$ cat config.mk
export PLATFORM = sky130hd
export DESIGN_NAME = score_traceback_flat
export DESIGN_NICKNAME = d
export VERILOG_FILES = /design/src/rtl/nw_pkg.sv /design/src/rtl/score_traceback_if.sv /design/src/rtl/tb_cell_decide.sv /design/src/rtl/score_traceback.sv /design/src/flat_wrapper.sv
export SDC_FILE = /design/constraint.sdc
export NUM_CORES = 1
export LEC_CHECK = 0
export ABC_AREA = 0
export BUFFER_PORTS_ARGS = -buffer_cell sky130_fd_sc_hd__buf_2
export CAP_MARGIN = 20
export CELL_PAD_IN_SITES_DETAIL_PLACEMENT = 1
export CELL_PAD_IN_SITES_GLOBAL_PLACEMENT = 1
export CORE_MARGIN = 8
export CORE_UTILIZATION = 46
export DETAILED_ROUTE_END_ITERATION = 12
export PLACE_DENSITY_LB_ADDON = 0.15
export RECOVER_POWER = 25
export SLEW_MARGIN = 20
export SYNTH_ARGS = -nofsm -noshare
export SYNTH_HDL_FRONTEND = slang
export SYNTH_SLANG_ARGS = --single-unit
$ cat constraint.sdc
create_clock -name clk -period 3.9 [get_ports clk]
set_input_delay 0 -clock clk [delete_from_list [all_inputs] [get_ports clk]]
set_output_delay 0 -clock clk [all_outputs]
set_load 0.03 [all_outputs]
$ cat src/rtl/nw_pkg.sv
// Shared Needleman-Wunsch definitions used by the fill and traceback paths:
// direction codes, score width, default scoring and matrix addressing.
package nw_pkg;

    localparam int SW = 9;

    localparam logic [1:0] DIR_DIAG = 2'b00;
    localparam logic [1:0] DIR_LEFT = 2'b01;
    localparam logic [1:0] DIR_UP   = 2'b10;

    localparam int DEF_MATCH    = 1;
    localparam int DEF_MISMATCH = -1;
    localparam int DEF_GAP      = -1;

    typedef enum logic [2:0] {
        IDLE,
        RD_CUR,
        RD_DIAG,
        RD_UP,
        CAPT,
        DECIDE,
        EMIT,
        FIN
    } tb_state_e;

    // Row-major cell address in an (n+1)x(n+1) matrix.
    function automatic int addr_of(int i, int j, int n);
        return i * (n + 1) + j;
    endfunction

endpackage

$ cat src/rtl/score_traceback_if.sv
// Direction-code stream between the traceback walker and the formatter.
// The master presents dir/dir_valid, the slave answers with dir_ready.
interface score_traceback_if;

    logic       dir_valid;
    logic       dir_ready;
    logic [1:0] dir;

    modport master (
        output dir_valid,
        output dir,
        input  dir_ready
    );

    modport slave (
        input  dir_valid,
        input  dir,
        output dir_ready
    );

endinterface

$ cat src/rtl/tb_cell_decide.sv
// Picks the predecessor of one matrix cell from its stored neighbours.
// Operands are widened by one bit so the additions never wrap.
module tb_cell_decide
    import nw_pkg::*;
#(
    parameter int MATCH    = DEF_MATCH,
    parameter int MISMATCH = DEF_MISMATCH,
    parameter int GAP      = DEF_GAP
) (
    input  logic signed [SW-1:0] cur_i,
    input  logic signed [SW-1:0] diag_i,
    input  logic signed [SW-1:0] up_i,
    input  logic [1:0]           a_i,
    input  logic [1:0]           b_i,
    output logic [1:0]           dir_o
);

    localparam int SX = SW + 1;
    localparam logic signed [SX-1:0] MA = SX'(MATCH);
    localparam logic signed [SX-1:0] MM = SX'(MISMATCH);
    localparam logic signed [SX-1:0] GP = SX'(GAP);

    logic signed [SX-1:0] cur_x, diag_x, up_x, sub_x;

    always_comb begin
        cur_x  = {cur_i[SW-1], cur_i};
        diag_x = {diag_i[SW-1], diag_i};
        up_x   = {up_i[SW-1], up_i};
        sub_x  = (a_i == b_i) ? MA : MM;
        if (cur_x == diag_x + sub_x) begin
            dir_o = DIR_DIAG;
        end else if (cur_x == up_x + GP) begin
            dir_o = DIR_UP;
        end else begin
            dir_o = DIR_LEFT;
        end
    end

endmodule

$ cat src/rtl/score_traceback.sv
// Walks a filled score matrix from (N,N) back to (0,0), re-deriving each
// step from RAM scores and sequence characters, one code per handshake.
module score_traceback
    import nw_pkg::*;
#(
    parameter int N           = 5,
    parameter int MATCH       = DEF_MATCH,
    parameter int MISMATCH    = DEF_MISMATCH,
    parameter int GAP         = DEF_GAP,
    parameter int BitAddr     = $clog2(N + 1),
    parameter int addr_lenght = $clog2(((N + 1) * (N + 1)) - 1)
) (
    input  logic                 clk,
    input  logic                 rst,
    input  logic                 start,
    output logic                 score_rd_en,
    output logic [addr_lenght:0] score_addr,
    input  logic signed [SW-1:0] score_data,
    output logic [BitAddr:0]     seq_a_addr,
    output logic [BitAddr:0]     seq_b_addr,
    input  logic [1:0]           seq_a_char,
    input  logic [1:0]           seq_b_char,
    score_traceback_if.master    dout,
    output logic [BitAddr:0]     cur_i,
    output logic [BitAddr:0]     cur_j,
    output logic                 busy,
    output logic                 done
);

    localparam int IW = BitAddr + 1;
    localparam int AW = addr_lenght + 1;
    localparam logic [IW-1:0] ONE = IW'(1);

    tb_state_e            state_q;
    logic [IW-1:0]        i_q, j_q, ni_d, nj_d, sa_q, sb_q;
    logic [AW-1:0]        addr_q;
    logic                 rd_en_q, valid_q, busy_q, done_q;
    logic signed [SW-1:0] cur_q, diag_q, up_q;
    logic [1:0]           a_q, b_q, dir_q, dec_dir;

    tb_cell_decide #(
        .MATCH    (MATCH),
        .MISMATCH (MISMATCH),
        .GAP      (GAP)
    ) u_decide (
        .cur_i  (cur_q),
        .diag_i (diag_q),
        .up_i   (up_q),
        .a_i    (a_q),
        .b_i    (b_q),
        .dir_o  (dec_dir)
    );

    // Cell reached once the pending code is accepted.
    always_comb begin
        ni_d = i_q;
        nj_d = j_q;
        unique case (1'b1)
            dir_q == DIR_DIAG: begin
                ni_d = i_q - ONE;
                nj_d = j_q - ONE;
            end
            dir_q == DIR_UP: ni_d = i_q - ONE;
            default:         nj_d = j_q - ONE;
        endcase
    end

    always_ff @(posedge clk or negedge rst) begin
        if (!rst) begin
            state_q <= IDLE;
            i_q     <= '0;
            j_q     <= '0;
            sa_q    <= '0;
            sb_q    <= '0;
            addr_q  <= '0;
            rd_en_q <= 1'b0;
            valid_q <= 1'b0;
            busy_q  <= 1'b0;
            done_q  <= 1'b0;
            cur_q   <= '0;
            diag_q  <= '0;
            up_q    <= '0;
            a_q     <= '0;
            b_q     <= '0;
            dir_q   <= '0;
        end else begin
            done_q  <= 1'b0;
            rd_en_q <= 1'b0;
            unique case (state_q)
                IDLE: if (start) begin
                    i_q <= IW'(N);
                    j_q <= IW'(N);
                    if (N == 0) begin
                        state_q <= FIN;
                        done_q  <= 1'b1;
                    end else begin
                        state_q <= RD_CUR;
                        busy_q  <= 1'b1;
                        rd_en_q <= 1'b1;
                        addr_q  <= AW'(addr_of(N, N, N));
                        sa_q    <= IW'(N - 1);
                        sb_q    <= IW'(N - 1);
                    end
                end
                RD_CUR: begin
                    state_q <= RD_DIAG;
                    rd_en_q <= 1'b1;
                    addr_q  <= AW'(addr_of(int'(i_q) - 1,
                                           int'(j_q) - 1, N));
                end
                RD_DIAG: begin
                    state_q <= RD_UP;
                    cur_q   <= score_data;
                    a_q     <= seq_a_char;
                    b_q     <= seq_b_char;
                    rd_en_q <= 1'b1;
                    addr_q  <= AW'(addr_of(int'(i_q) - 1,
                                           int'(j_q), N));
                end
                RD_UP: begin
                    state_q <= CAPT;
                    diag_q  <= score_data;
                end
                CAPT: begin
                    state_q <= DECIDE;
                    up_q    <= score_data;
                end
                DECIDE: begin
                    state_q <= EMIT;
                    dir_q   <= dec_dir;
                    valid_q <= 1'b1;
                end
                EMIT: if (dout.dir_ready) begin
                    valid_q <= 1'b0;
                    i_q     <= ni_d;
                    j_q     <= nj_d;
                    if (ni_d == '0 && nj_d == '0) begin
                        state_q <= FIN;
                        busy_q  <= 1'b0;
                        done_q  <= 1'b1;
                    end else if (ni_d == '0 || nj_d == '0) begin
                        // Border cells need no scores: forced left/up.
                        dir_q   <= (ni_d == '0) ? DIR_LEFT : DIR_UP;
                        valid_q <= 1'b1;
                    end else begin
                        state_q <= RD_CUR;
                        rd_en_q <= 1'b1;
                        addr_q  <= AW'(addr_of(int'(ni_d),
                                               int'(nj_d), N));
                        sa_q    <= ni_d - ONE;
                        sb_q    <= nj_d - ONE;
                    end
                end
                FIN:     state_q <= IDLE;
                default: state_q <= IDLE;
            endcase
        end
    end

    assign score_rd_en    = rd_en_q;
    assign score_addr     = addr_q;
    assign seq_a_addr     = sa_q;
    assign seq_b_addr     = sb_q;
    assign dout.dir_valid = valid_q;
    assign dout.dir       = dir_q;
    assign cur_i          = i_q;
    assign cur_j          = j_q;
    assign busy           = busy_q;
    assign done           = done_q;

endmodule

$ cat src/flat_wrapper.sv
// flat-port wrapper written by rule: the top's interface ports become plain ports
module score_traceback_flat import nw_pkg::*;
#(
    parameter int N           = 5,
    parameter int MATCH       = DEF_MATCH,
    parameter int MISMATCH    = DEF_MISMATCH,
    parameter int GAP         = DEF_GAP,
    parameter int BitAddr     = $clog2(N + 1),
    parameter int addr_lenght = $clog2(((N + 1) * (N + 1)) - 1)
)
  (clk, rst, start, score_rd_en, score_addr, score_data, seq_a_addr, seq_b_addr, seq_a_char, seq_b_char, cur_i, cur_j, busy, done, dout_dir_valid, dout_dir, dout_dir_ready);
  score_traceback_if dout_i ();
  input  logic clk;
  input  logic rst;
  input  logic start;
  output logic score_rd_en;
  output logic [addr_lenght:0] score_addr;
  input  logic signed [SW-1:0] score_data;
  output logic [BitAddr:0] seq_a_addr;
  output logic [BitAddr:0] seq_b_addr;
  input  logic [1:0] seq_a_char;
  input  logic [1:0] seq_b_char;
  output logic [BitAddr:0] cur_i;
  output logic [BitAddr:0] cur_j;
  output logic busy;
  output logic done;
  output wire logic [$bits(dout_i.dir_valid)-1:0] dout_dir_valid;
  output wire logic [$bits(dout_i.dir)-1:0] dout_dir;
  input wire logic [$bits(dout_i.dir_ready)-1:0] dout_dir_ready;
  assign dout_dir_valid = dout_i.dir_valid;
  assign dout_dir = dout_i.dir;
  assign dout_i.dir_ready = dout_dir_ready;
  score_traceback #(.N(N), .MATCH(MATCH), .MISMATCH(MISMATCH), .GAP(GAP), .BitAddr(BitAddr), .addr_lenght(addr_lenght)) u_core (.clk(clk), .rst(rst), .start(start), .score_rd_en(score_rd_en), .score_addr(score_addr), .score_data(score_data), .seq_a_addr(seq_a_addr), .seq_b_addr(seq_b_addr), .seq_a_char(seq_a_char), .seq_b_char(seq_b_char), .dout(dout_i), .cur_i(cur_i), .cur_j(cur_j), .busy(busy), .done(done));
endmodule
Word level (Yosys, flattened, before mapping)

Index checks and enable logic that the tools add are counted.

Bits in registers: 63
Bits of input ports: 17
Output and inout port bits: 29

Add/sub/neg operators: 11
Multipliers: 2
Eq/ne operators: 18
Multiplexer cells: 50
Reductions and logical operators: 18

Operators with widths:

| operator             | number |
|---|---|
| $mux 4               | 12 |
| $mul 32x3->6 const B | 1 |
| $pmux 4 s2           | 4 |
| $mux 7               | 4 |
| $pmux 7 s4           | 1 |
| $pmux 3 s8           | 1 |
| $eq 9x10->1          | 2 |
| $sub 4x1->4 const B  | 4 |
| $add 7x5->7          | 2 |
| $mux 1               | 13 |
| $eq 3x3->1 const B   | 4 |
| $mux 2               | 6 |
| $mux 3               | 4 |
| $add 9x1->10 const B | 1 |
| $add 9x10->10        | 1 |
| $mux 10              | 1 |
| $reduce_and 5->1     | 2 |
| $sub 4x1->5 const B  | 2 |
| $logic_not 4->1      | 2 |
| $ne 2x2->1 const B   | 4 |
| $reduce_and 4->1     | 2 |
| $add 7x7->7          | 1 |
| $eq 3x2->1 const B   | 2 |
| $mul 4x2->6 const B  | 1 |
| other kinds (17)     | 22 |

Longest topological paths before layout

Depth after elaboration: 9
Gate-level depth with buffers: 15
Gate-level depth less buffers: 14

Modules after synthesis

Synthesis repeated with hierarchy kept, for this count alone.

Cell total of the unflattened synthesis: 485
Area total of the unflattened synthesis: 4584.4 sq um

Modules (own cells, without submodules):

| module          | times used | cells each | area an instance (sq um) | seq. area each (sq um) |
|---|---|---|---|---|
| score_traceback | 1          | 378        | 3778.6                   | 1576.5 |
| tb_cell_decide  | 1          | 107        | 805.8                    | 0.0 |

Least setup slack after synthesis

Ideal clock, no wire load.

Kind: register to register
Start: reg u_core.i_q[0], in the netlist u_core.cur_i[0]
End: reg u_core.dir_q[0], in the netlist u_core.dout.dir[0]
Data arrival time: 3295 ps
Path slack: 475 ps
Stages on the path, launching flop included: 15
Clock period less this slack: 3425 ps
Cell sequence: dfrtp_1 buf_2 inv_1 ha_1 nor2b_1 xnor2_1 ha_1 nand2_1 ha_1 or4_1 a21o_1 nor4_1 a32oi_1 o21ai_1 a21oi_1

Word-level cells in the longest chain between the ends: 8
Elaborated cells on any way between the ends: 13
Classes of those cells: 1 x add/sub; 2 x eq/ne; 6 x mux; 4 x reduce/logical

Ends and longest elaborated chain:

| what                   | RTL line                                                               | RTL |
|---|---|---|
| from (decl)            | score_traceback.sv:35                                                  | `logic [IW-1:0] i_q, j_q, ni_d, nj_d, sa_q, sb_q;` |
| from (signal assigned) | score_traceback.sv:91                                                  | `i_q <= IW'(N);` |
| from (signal assigned) | score_traceback.sv:135                                                 | `i_q <= ni_d;` |
| $sub 4x1->4            | score_traceback.sv:60, score_traceback.sv:63                           |  |
| $mux 4 (*)             | -                                                                      |  |
| $logic_not 4->1 (*)    | score_traceback.sv:137, score_traceback.sv:141, score_traceback.sv:143 |  |
| $mux 2                 | score_traceback.sv:143                                                 | `dir_q <= (ni_d == '0) ? DIR_LEFT : DIR_UP;` |
| $mux 2                 | score_traceback.sv:141                                                 | `end else if (ni_d == '0 \|\| nj_d == '0) begin` |
| $mux 2                 | score_traceback.sv:137                                                 | `if (ni_d == '0 && nj_d == '0) begin` |
| $mux 2                 | score_traceback.sv:133                                                 | `EMIT: if (dout.dir_ready) begin` |
| $pmux 2 s2             | score_traceback.sv:89                                                  | `unique case (state_q)` |
| to (signal assigned)   | score_traceback.sv:130                                                 | `dir_q <= dec_dir;` |
| to (signal assigned)   | score_traceback.sv:143                                                 |  |
| to (decl)              | score_traceback.sv:39                                                  | `logic [1:0] a_q, b_q, dir_q, dec_dir;` |

Every way passes the cells marked *; elsewhere a longest branch is shown, timed or not. The select of a mux whose other input is x is not followed.
A chain may end at the register's enable or synchronous reset.

Final worst setup path

Start: reg u_core.i_q[1], in the netlist u_core.cur_i[1]
End: reg u_core.dir_q[1], in the netlist u_core.dout.dir[1]

Same word-level chain as after synthesis.

==> results by stage <==
Clocking:
- The CTS tree is built.
- For this design, the sink count on the clock tree is 63.
- The root buffer cell chosen for the clock tree is sky130_fd_sc_hd__clkbuf_8.
- The insertion delay of the later-clocked pin in the worst-skew pair is 0.35 ns.
- The clock edge transition at the registers on the reported setup and hold paths is approximately 0.080 ns.
- The H-tree was split into 3 levels.
- Counting along the longest clock path gives a buffer depth of 2.
- TritonCTS created 9 clock buffers.
- Once the clock tree was built, the setup fixing pass inserted 0 buffers.

Routing:
- The via density per instance is approximately 5.6.
- The starting DRC count in detailed routing is 128.
- The detailed-route via count is ~3600.
- The routed wirelength normalized by instance count is 17.9 um.
- After detailed routing, the number of remaining DRC violations is 0.
- The count of antenna-violating nets left after detailed routing is 0.
- The number of iterations in the first detailed-routing pass is 4.
- The total wire length is 11.6 mm.

Synthesis:
- The number of flops mapped to enable cells by yosys is 0.
- The number of library cell types mapped by synthesis is 59.
- The primary flip-flop cell chosen by synthesis mapping is sky130_fd_sc_hd__dfrtp_1.
- Synthesis produced a netlist whose cell count is 455.
- The post-synthesis instance area is 4380 um2.
- After synthesis, the share of flip-flops with an asynchronous set or reset is 100%.
- During synthesis, Yosys emitted a total of 0 warnings.
- The sequential share of the synthesized area is 36.0%.
- The flop and latch count out of synthesis is 63.
- The number of nets produced by synthesis is 514.
- The synthesized area per cell is 9.62 um2.

Critical path:
- The kind of end point of the critical path is a register.
- Along the worst path, the maximum fanout reaches 6.
- STA puts the critical path data required time at 4.15 ns.
- At the worst endpoint, the arrival time is 3.85 ns.
- In this design, the stage delay of the slowest critical-path cell is 0.53 ns.
- The most numerous cell type found on the critical path is sky130_fd_sc_hd__ha_1.
- The signal on the critical path passes through inv_1, ha_1, nor2b_1, xnor2_1, ha_1, nand2_1, ha_1, or4_1, a21o_1, nor4_1, a32oi_1, a22oi_1.
- The kind of cell with the highest combined delay along the critical path is simple AND/OR/NAND/NOR gates.
- The sum of buffers and inverters on the critical path is 1.
- The type of the setup path with the least slack is reg -> reg.
- For this design, the slowest cell found on the critical path is sky130_fd_sc_hd__xnor2_1.
- The kind of launch point of the worst setup path is a register.

Floorplan:
- After floorplanning, the core was sized to cover 9240 um2.
- The floorplan step defined a die boundary enclosing 12900 um2.
- The initial utilization of the core area, before any placement, comes to about 47%.
- The number of top-level pins is 46.
- The initialized floorplan defines 35 standard-cell rows.
- The chip width is 114 um.
- The floorplan step set the die height to 114 um.

Global routing:
- The via count of the first global-routing pass is 3729.
- The first global-routing pass estimated 19.7 mm of wire.
- The combined global-route utilization of all metal layers is 19.0%.
- The number of antenna violations at the first check in global routing was 0.
- Summed over all layers, the global routing overflow is 0.
- Entering global routing, the biggest net connects 36 pins.

Layout:
- The most common library cell in the layout ignoring fill and taps is sky130_fd_sc_hd__dfrtp_1.
- The final antenna diode count is 0.
- The layout overhead on the synthesized area is 15.5%.
- The top cell types in the final layout, fill and taps aside, are 63 x sky130_fd_sc_hd__dfrtp_1, 41 x sky130_fd_sc_hd__nand2_1, 37 x sky130_fd_sc_hd__ha_1, 34 x sky130_fd_sc_hd__a21oi_1, 34 x sky130_fd_sc_hd__buf_2.
- Of the cells placed in the final design, the portion with a size suffix greater than 1 is 17.7%.
- The final layout contains 575 nets.

Timing:
- For the pin with the worst max-slew slack, the measured transition is roughly 1.6 ns.
- Setup repair after global routing left no endpoint under its margin.
- The worst hold slack after final layout is 0.0408 ns.
- The fmax is roughly 280 MHz.
- The largest clock skew in the final design is 0.0112 ns.
- The final max-slew violation count is 30.
- Setup violations remaining at the end of the flow were counted as 0.
- The worst path uses 92.1% of the clock period.
- The setup total negative slack is 0 ns.
- The worst max-slew margin expressed relative to the limit is -7.24%.
- The time the worst path needs with I/O delays and setup is ~3.6 ns.
- The number of hold violations in the final report is 0.

Status:
- The run finished, with violations left.
- The final reports fail on capacitance limit, slew limit.

Placed design:
- Routability-driven placement finished with a final weighted congestion of 0.866.
- The count of buffers added on input and output ports is 45.
- The HPWL reported at the end of detailed placement is 8.83 mm.

Worst hold path:
- The path category of the worst min-delay check is in -> reg.

Run:
- The max-cap check violation count is 1.
[worst reg2reg max path, stage by stage (launching register included)]
cell	delay, ns
sky130_fd_sc_hd__dfrtp_1	0.47
sky130_fd_sc_hd__inv_1	0.13
sky130_fd_sc_hd__ha_1	0.23
sky130_fd_sc_hd__nor2b_1	0.15
sky130_fd_sc_hd__xnor2_1	0.53
sky130_fd_sc_hd__ha_1	0.27
sky130_fd_sc_hd__nand2_1	0.08
sky130_fd_sc_hd__ha_1	0.24
sky130_fd_sc_hd__or4_1	0.50
sky130_fd_sc_hd__a21o_1	0.24
sky130_fd_sc_hd__nor4_1	0.29
sky130_fd_sc_hd__a32oi_1	0.16
sky130_fd_sc_hd__a22oi_1	0.21
[through the flow]
| stage | utilization [%] | setup WS [ns] | std cells | area (um2) |
|---|---|---|---|---|
| after floorplan | - | 0.475 | 455 | 4380 |
| after global placement | 51.3 | 0.580 | 619 | 4740 |
| after detailed placement | 51.3 | 0.325 | 619 | 4740 |
| after CTS | 54.9 | 0.282 | 650 | 5070 |
| after global routing | 54.7 | 0.0366 | 650 | 5060 |
| final | 54.7 | 0.308 | 650 | 5060 |
[area by class of cell]
type | count | area, um2
fillers | 1059 | 4180
multi-input cells | 350 | 2640
flip-flops and latches | 63 | 1580
repair buffers | 65 | 399
well taps | 129 | 161
clock buffers | 10 | 138
inverters | 27 | 101
clock inverters | 6 | 45.0
[worst paths after layout]
path | startpoint | to | slack (ns) | depth (start not counted)
max | u_core.cur_i[1] | u_core.dout.dir[1] | 0.31 | 12
min reg2reg | u_core.seq_a_addr[0] | u_core.seq_a_addr[0] | 0.48 | 2
min in group asynchronous | rst | u_core.cur_q[7] | 0.59 | 2
min | dout_dir_ready | u_core.score_rd_en | 0.04 | 3
max reg2reg | u_core.cur_i[1] | u_core.dout.dir[1] | 0.31 | 12
max in group asynchronous | rst | u_core.score_addr[2] | 2.07 | 3
[what timing repair did]
| item | in CTS | in global routing |
|---|---|---|
| hold buffers | 15 | 0 |
| endpoints found under the hold margin | 60 | 0 |
| gates resized for setup | 0 | 0 |
[logic make-up after synthesis]
logic type      share of synthesized area (%)
compound gates                           15.1
xor+xnor                                 10.5
fa+ha+maj                                12.9
buf+inv                                  3.74
flops                                    36.0
mux                                      7.95
simple gates                             13.9
[layer usage]
| layer | global-route usage, % | vias up | wire [um] |
|---|---|---|---|
| met5 | 0 | - | 0 |
| met4 | 5.60 | 0 | 129 |
| met3 | 3.54 | 9 | 591 |
| met2 | 28.0 | 96 | 5060 |
| met1 | 27.6 | 1781 | 5860 |
| li1 | - | 1725 | - |
[Yosys cell counts (all sizes together) (3+ instances only)]
cell type / count / area share (%)
dfrtp: 63 / 36
nand2: 41 / 3.5
ha: 37 / 11
xnor2: 36 / 7.7
a21oi: 34 / 3.9
nor2: 31 / 2.7
mux2: 28 / 7.2
inv: 27 / 2.3
o21ai: 27 / 3.1
xor2: 14 / 2.8
nand3: 12 / 1.4
clkbuf: 10 / 0.86
nor3: 10 / 1.1
a21o: 6 / 1.0
buf: 5 / 0.57
fa: 5 / 2.3
nor2b: 5 / 0.71
a211oi: 4 / 0.80
a31oi: 4 / 0.57
and2: 4 / 0.57
nor4b: 4 / 0.94
a22oi: 3 / 0.51
a32oi: 3 / 0.60
nand2b: 3 / 0.43
o22ai: 3 / 0.43
[flip-flops by register name, summed over array words and instances, names as in the netlist, 3 cells and up]
name,cells
u_core.cur_q,9
u_core.diag_q,9
u_core.up_q,9
u_core.score_addr,7
u_core.cur_i,4
u_core.cur_j,4
u_core.seq_a_addr,4
u_core.seq_b_addr,4
u_core.state_q,3
Power is not shown: default switching activity piles up to over one toggle a cycle in this logic, so the estimate is an artifact.
